## src/rtl/rsa_pkg.sv

```systemverilog
// Shared definitions for the RSA key-pair inverter scheduler.
//   - scheduler state encodings (2-bit)
//   - default operand width and requester-id width
package rsa_pkg;

  localparam int unsigned RSA_WIDTH = 32;
  localparam int unsigned ID_W      = 1;

  localparam logic [1:0] IDLE_ENC  = 2'd0;
  localparam logic [1:0] START_ENC = 2'd1;
  localparam logic [1:0] WAIT_ENC  = 2'd2;
  localparam logic [1:0] RESP_ENC  = 2'd3;

  typedef enum logic [1:0] {
    ST_IDLE  = IDLE_ENC,
    ST_START = START_ENC,
    ST_WAIT  = WAIT_ENC,
    ST_RESP  = RESP_ENC
  } state_e;

endpackage

```

## src/rtl/rr_arb2.sv

```systemverilog
// Two-way round-robin arbiter.
// Ports:
//   clk, rst_n  : clock, async active-low reset (last grant resets to 1)
//   valid_i     : request vector
//   advance_i   : grant is being consumed this cycle; remember the winner
//   grant_c     : one-hot grant (combinational)
//   id_c        : index of the granted requester (combinational)
module rr_arb2
  import rsa_pkg::*;
(
  input  logic            clk,
  input  logic            rst_n,
  input  logic [1:0]      valid_i,
  input  logic            advance_i,
  output logic [1:0]      grant_c,
  output logic [ID_W-1:0] id_c
);

  logic last_q, last_d;

  // Lone requester wins; on a tie the one that did not win last time wins.
  always_comb begin
    grant_c = 2'b00;
    unique case (valid_i)
      2'b01:   grant_c = 2'b01;
      2'b10:   grant_c = 2'b10;
      2'b11:   grant_c = last_q ? 2'b01 : 2'b10;
      default: grant_c = 2'b00;
    endcase
    id_c   = ID_W'(grant_c[1]);
    last_d = advance_i ? grant_c[1] : last_q;
  end

  always_ff @(posedge clk or negedge rst_n) begin
    if (!rst_n) last_q <= 1'b1;
    else        last_q <= last_d;
  end

endmodule

```

## src/rtl/rsa_keygen_sched.sv

```systemverilog
// Scheduler sharing one RSA modular-inverse unit between two requesters.
// Accepts operands round-robin, rejects degenerate primes, pulses the
// inverter start, waits for finish with a timeout, and returns e/d (or an
// error) on a valid/ready response channel tagged with the requester id.
// Ports:
//   clk, reset                 : clock, async active-low reset
//   reqN_valid/p/q, reqN_ready : requester N operand channel (ready comb.)
//   inv_p/q, inv_start         : operands and start pulse to the inverter
//   inv_finish, inv_e, inv_d   : inverter results
//   rsp_valid/ready/id/err/e/d : response channel
//   busy                       : scheduler not idle
// Optional (RSA_SCHED_STATS_EN): stat_ok/stat_err/stat_timeout saturating
// 16-bit response counters.
module rsa_keygen_sched
  import rsa_pkg::*;
#(
  parameter int unsigned WIDTH          = RSA_WIDTH,
  parameter int unsigned START_CYCLES   = 1,
  parameter int unsigned TIMEOUT_CYCLES = 4096
) (
  input  logic                 clk,
  input  logic                 reset,
  input  logic                 req0_valid,
  input  logic [WIDTH-1:0]     req0_p,
  input  logic [WIDTH-1:0]     req0_q,
  output logic                 req0_ready,
  input  logic                 req1_valid,
  input  logic [WIDTH-1:0]     req1_p,
  input  logic [WIDTH-1:0]     req1_q,
  output logic                 req1_ready,
  output logic [WIDTH-1:0]     inv_p,
  output logic [WIDTH-1:0]     inv_q,
  output logic                 inv_start,
  input  logic                 inv_finish,
  input  logic [WIDTH-1:0]     inv_e,
  input  logic [2*WIDTH-1:0]   inv_d,
  output logic                 rsp_valid,
  input  logic                 rsp_ready,
  output logic                 rsp_id,
  output logic                 rsp_err,
  output logic [WIDTH-1:0]     rsp_e,
  output logic [2*WIDTH-1:0]   rsp_d,
  output logic                 busy
`ifdef RSA_SCHED_STATS_EN
  ,
  output logic [15:0]          stat_ok,
  output logic [15:0]          stat_err,
  output logic [15:0]          stat_timeout
`endif
);

  localparam int unsigned CNT_W = $clog2(TIMEOUT_CYCLES + START_CYCLES + 1);
  localparam logic [CNT_W-1:0] START_LAST = CNT_W'(START_CYCLES - 1);
  localparam logic [CNT_W-1:0] TO_LAST    = CNT_W'(TIMEOUT_CYCLES - 1);

  state_e               state_q, state_d;
  logic [CNT_W-1:0]     cnt_q, cnt_d;
  logic [WIDTH-1:0]     p_q, p_d, q_q, q_d;
  logic [ID_W-1:0]      id_q, id_d;
  logic                 err_q, err_d;
  logic                 to_q, to_d;
  logic [WIDTH-1:0]     e_q, e_d;
  logic [2*WIDTH-1:0]   d_q, d_d;
  logic                 start_q, valid_q, busy_q;

  logic [1:0]           arb_valid, grant;
  logic [ID_W-1:0]      arb_id;
  logic                 accept;
  logic [WIDTH-1:0]     sel_p, sel_q;
  logic                 operands_ok;

  assign arb_valid = {req1_valid, req0_valid} & {2{state_q == ST_IDLE}};

  rr_arb2 u_arb (
    .clk       (clk),
    .rst_n     (reset),
    .valid_i   (arb_valid),
    .advance_i (accept),
    .grant_c   (grant),
    .id_c      (arb_id)
  );

  assign req0_ready = grant[0];
  assign req1_ready = grant[1];

  // The check sees exactly the operands being latched this cycle.
  assign sel_p       = grant[1] ? req1_p : req0_p;
  assign sel_q       = grant[1] ? req1_q : req0_q;
  assign operands_ok = (sel_p >= WIDTH'(2)) && (sel_q >= WIDTH'(2)) && (sel_p != sel_q);

  // Next-state and datapath control.
  always_comb begin
    state_d = state_q;
    cnt_d   = cnt_q;
    p_d     = p_q;
    q_d     = q_q;
    id_d    = id_q;
    err_d   = err_q;
    to_d    = to_q;
    e_d     = e_q;
    d_d     = d_q;
    accept  = 1'b0;
    unique case (state_q)
      ST_IDLE: begin
        if (|grant) begin
          accept = 1'b1;
          p_d    = sel_p;
          q_d    = sel_q;
          id_d   = arb_id;
          cnt_d  = '0;
          if (operands_ok) begin
            state_d = ST_START;
          end else begin
            state_d = ST_RESP;
            err_d   = 1'b1;
            to_d    = 1'b0;
            e_d     = '0;
            d_d     = '0;
          end
        end
      end
      ST_START: begin
        if (cnt_q == START_LAST) begin
          state_d = ST_WAIT;
          cnt_d   = '0;
        end else begin
          cnt_d = cnt_q + CNT_W'(1);
        end
      end
      ST_WAIT: begin
        // Finish takes priority over a coincident timeout.
        if (inv_finish) begin
          state_d = ST_RESP;
          err_d   = 1'b0;
          to_d    = 1'b0;
          e_d     = inv_e;
          d_d     = inv_d;
        end else if (cnt_q == TO_LAST) begin
          state_d = ST_RESP;
          err_d   = 1'b1;
          to_d    = 1'b1;
          e_d     = '0;
          d_d     = '0;
        end else begin
          cnt_d = cnt_q + CNT_W'(1);
        end
      end
      ST_RESP: begin
        if (rsp_ready) state_d = ST_IDLE;
      end
      default: state_d = ST_IDLE;
    endcase
  end

  always_ff @(posedge clk or negedge reset) begin
    if (!reset) begin
      state_q <= ST_IDLE;
      cnt_q   <= '0;
      p_q     <= '0;
      q_q     <= '0;
      id_q    <= '0;
      err_q   <= 1'b0;
      to_q    <= 1'b0;
      e_q     <= '0;
      d_q     <= '0;
      start_q <= 1'b0;
      valid_q <= 1'b0;
      busy_q  <= 1'b0;
    end else begin
      state_q <= state_d;
      cnt_q   <= cnt_d;
      p_q     <= p_d;
      q_q     <= q_d;
      id_q    <= id_d;
      err_q   <= err_d;
      to_q    <= to_d;
      e_q     <= e_d;
      d_q     <= d_d;
      start_q <= (state_d == ST_START);
      valid_q <= (state_d == ST_RESP);
      busy_q  <= (state_d != ST_IDLE);
    end
  end

  assign inv_p     = p_q;
  assign inv_q     = q_q;
  assign inv_start = start_q;
  assign rsp_valid = valid_q;
  assign rsp_id    = id_q[0];
  assign rsp_err   = err_q;
  assign rsp_e     = e_q;
  assign rsp_d     = d_q;
  assign busy      = busy_q;

`ifdef RSA_SCHED_STATS_EN
  logic        rsp_hs;
  logic [15:0] ok_q, errc_q, toc_q;

  assign rsp_hs = valid_q & rsp_ready;

  // Saturating per-outcome counters, bumped on each response handshake.
  always_ff @(posedge clk or negedge reset) begin
    if (!reset) begin
      ok_q   <= '0;
      errc_q <= '0;
      toc_q  <= '0;
    end else if (rsp_hs) begin
      if (!err_q && ok_q != 16'hFFFF)          ok_q   <= ok_q + 16'd1;
      if (err_q && errc_q != 16'hFFFF)         errc_q <= errc_q + 16'd1;
      if (err_q && to_q && toc_q != 16'hFFFF)  toc_q  <= toc_q + 16'd1;
    end
  end

  assign stat_ok      = ok_q;
  assign stat_err     = errc_q;
  assign stat_timeout = toc_q;
`endif

endmodule

```

## config.mk

```make
export PLATFORM = sky130hd
export DESIGN_NAME = rsa_keygen_sched
export DESIGN_NICKNAME = d
export VERILOG_FILES = /design/src/rtl/rsa_pkg.sv /design/src/rtl/rr_arb2.sv /design/src/rtl/rsa_keygen_sched.sv
export SDC_FILE = /design/constraint.sdc
export NUM_CORES = 1
export LEC_CHECK = 0
export ABC_AREA = 1
export BUFFER_PORTS_ARGS = -buffer_cell sky130_fd_sc_hd__buf_2
export CORE_ASPECT_RATIO = 0.75
export CORE_MARGIN = 8
export CORE_UTILIZATION = 52
export CTS_BUF_LIST = sky130_fd_sc_hd__clkbuf_8
export DETAILED_ROUTE_END_ITERATION = 8
export GPL_ROUTABILITY_DRIVEN = 0
export PLACE_DENSITY_LB_ADDON = 0.05
export SLEW_MARGIN = 20
export SYNTH_ARGS = -nofsm -noshare
export SYNTH_HDL_FRONTEND = slang
export SYNTH_SLANG_ARGS = --single-unit
```

## constraint.sdc

```tcl
create_clock -name clk -period 3.4 [get_ports clk]
set_input_delay 0.34 -clock clk [delete_from_list [all_inputs] [get_ports clk]]
set_output_delay 0.34 -clock clk [all_outputs]
set_load 0.05 [all_outputs]
```

==> results.json <==
{
  "rsz0062_at_grt": "no",
  "cts_tree": "built",
  "drt-wirelength-per-cell_um": 16.8,
  "clockRootBuffer": "clkbuf_8",
  "final.setup_skew_ns": 0.0260,
  "worst_slew_pin_slew_ns": 1.14,
  "numCtsBuffers": 17,
  "synth_area_um2": 10600,
  "worstPathCellList": "inv_2, ha_2, nand2_2, o21ai_4, buf_12, clkbuf_16, nand2_1, o21ai_0, buf_4, nand2_1, nand2_1, nand2_1, nor2_1, nand2_1, nor2_1, nand2_1, nand3_4, nand2_8, clkbuf_16, nand2_1, nand2_1",
  "r2r_end": "rsp_d[22]",
  "area_delta_synth_final_pct": 28.6,
  "ys_ff_latch": 181,
  "met1_usage_pct": 35.1,
  "dieArea_um2": 25200,
  "max_stage_delay_ns": 0.44,
  "grt_pass1_wl_mm": 56.8,
  "worstSetupPathType": "reg2reg",
  "grt_busiest_layer": "met2",
  "die_w_um": 181,
  "status": "completed",
  "design.core.area_um2": 20100,
  "whs_path_depth": 5,
  "max_freq_mhz": 315,
  "die_h_um": 140,
  "power_mw": 14.9,
  "syn-num-nets": 1869,
  "vias": 11707,
  "grt_use_total_pct": 27.5,
  "critPathMaxFanout": 24,
  "min_path_type": "in2reg",
  "htree_levels": 4,
  "reg2reg_from": "state_q[0]",
  "wl_mm": 38.2,
  "grt.overflow.total": 0,
  "cp-end-kind": "flip-flop",
  "ff2ff_path_depth": 21,
  "synthFlopType": "dfrtp_1",
  "cts_buffer_depth": 2,
  "synth_most_common_cell": "nand2_1",
  "ir_drop_uv": 699,
  "rows": 45,
  "grtUsageMet2_pct": 44.9,
  "dr.pass1.iters": 8,
  "hold_viol": 0,
  "drt-initial-drc-count": 1270,
  "clock_sinks": 181,
  "maxSlewHeadroom_pct": 23.8,
  "syn_inst": 1632,
  "critPathArrivalTime_ns": 3.52,
  "r2r_slack_ns": 0.22,
  "hpwl_mm": 26.6,
  "ant_nets": 0,
  "async_flop_share_pct": 100,
  "power_leakage_nw": 8.36,
  "io_pins": 397,
  "yosys-top-cells-area": "dfrtp_1, nand2_1, nand3_1, inv_1, nor2_1",
  "yosysUniqueCellTypes": 33,
  "ys_seq_area_share_pct": 42.8,
  "initial_utilization_pct": 52.7,
  "min_from": "inv_e[13]",
  "yosysWarnings": 0,
  "maxCapViolations": 0,
  "hold_slack_ns": 0.183,
  "path_common_cell": "nand2_1",
  "io_buffers": 396,
  "met3_usage_pct": 6.79,
  "first_global_vias": 10866,
  "antenna_found_initial": 5,
  "synth_common_cells": "nand2_1, dfrtp_1, inv_1",
  "slew_violations": 0,
  "period_share_pct": 93.4,
  "slowest_stage": "dfrtp_1",
  "clock_latency_ns": 0.46,
  "hold_end": "rsp_e[13]",
  "final_nets": 2234,
  "drive_above_1_share_pct": 24.2,
  "grt_max_degree": 130,
  "syn_avg_cell_area_um2": 6.49,
  "required_ns": 3.75,
  "synth_edf_count": 0,
  "drc_errors": 0,
  "cp-start-kind": "flip-flop",
  "tns_ns": 0,
  "netlist.area_leader.share_pct": 42.5,
  "period_minus_slack_ns": 3.18,
  "setup_viol": 0,
  "power_density_nw_per_um2": 1090,
  "via_per_inst": 5.15,
  "clkTransAtPathRegs_ns": 0.12,
  "yosys.area.top_type": "dfrtp_1"
}
-- power by group --
group          total (mW)  switching (mW)  internal (mW)
registers            3.67           0.547           3.12
logic                9.65            7.31           2.34
clock network        1.58           0.888          0.689
total                14.9            8.75           6.15
-- state kept, by name, summed over array words and instances (netlist names), 2 cells and up --
name and flops:
rsp_e 32, cnt_q 13, state_q 2, inv_q 32
inv_p 32, rsp_d 64
-- metrics by stage --
stage / worst slack (ns) / instances / util [%] / area (um2)
global route: 0.00784 / 2272 / 67.7 / 13600
detailed placement: 0.154 / 2220 / 63.8 / 12800
floorplan: 0.317 / 1632 / - / 10600
finish: 0.224 / 2272 / 67.7 / 13600
global placement: 0.267 / 2220 / 63.8 / 12800
CTS: 0.132 / 2253 / 66.0 / 13300
-- repair_timing --
| item | in CTS | in global routing |
|---|---|---|
| hold buffers | 1 | 0 |
| endpoints found under the setup margin | 0 | 97 |
| gates resized for setup | 0 | 30 |
| setup buffers | 0 | 5 |
| endpoints found under the hold margin | 4 | 0 |
-- metal layers --
layer | routed length [um] | share of wire, % | up-vias
met1 | 16100 | 42 | 5347
met3 | 3130 | 8.2 | 82
li1 | - | - | 5739
met2 | 17700 | 46 | 537
met4 | 1270 | 3.3 | 2
met5 | 13 | 0.034 | -
-- worst max path at each step --
stage | from | to | depth (start not counted)
floorplan | state_q[1] | rsp_d[19] | 22
CTS | state_q[0] | rsp_d[1] | 21
detailed placement | state_q[1] | rsp_d[1] | 21
global route | state_q[0] | rsp_d[28] | 21
global placement | state_q[1] | rsp_d[11] | 21
finish | state_q[0] | rsp_d[22] | 21
-- critical path, delay by kind of cell (launching register included) --
family,cells,cell delay (ns)
compound gates,2,0.48
fa+ha+maj,1,0.20
buf+inv,5,0.82
flops,1,0.44
simple gates,13,1.12
-- cell usage in the layout (no fill, tap or decap), drive strengths merged --
cell type	netlist	final
or2	1	1
o21ai	101	101
buf	35	430
diode	0	4
nor2	135	135
nand3b	19	19
inv	169	175
and2	1	1
o31ai	2	2
dfrtp	180	180
clkinv	2	8
clkbuf	58	25
nand2	732	732
nand4	3	3
a31oi	1	1
dlygate4sd3	0	1
a21boi	1	1
o21bai	1	1
a22oi	4	4
nor4	1	1
o211ai	1	1
ha	7	7
a2bb2oi	1	1
bufinv	0	2
nand3	161	161
dfstp	1	1
a21oi	8	8
o22ai	2	2
clkinvlp	0	1
nor3	5	5
-- kinds of logic (layout without fill, tap and decap cells) --
group	count (synthesis)	count (layout)	synth area share, %
buffers and inverters	264	642	9.94
AO/OA/AOI/OAI	122	122	6.09
adder cells (fa/ha/maj)	7	7	0.827
other	0	4	0
flip-flops	181	181	42.8
AND/OR/NAND/NOR	1058	1058	40.4
-- final cells by class --
type | count | area [um2]
antenna | 4 | 10.0
clock buffer | 17 | 234
clock inverter | 15 | 190
fill | 1851 | 6480
inverter | 171 | 643
multi-input combinational | 1187 | 5070
sequential | 181 | 4530
tap | 258 | 323
timing repair buffer | 439 | 2620
Power figures use the tool's default switching activity.
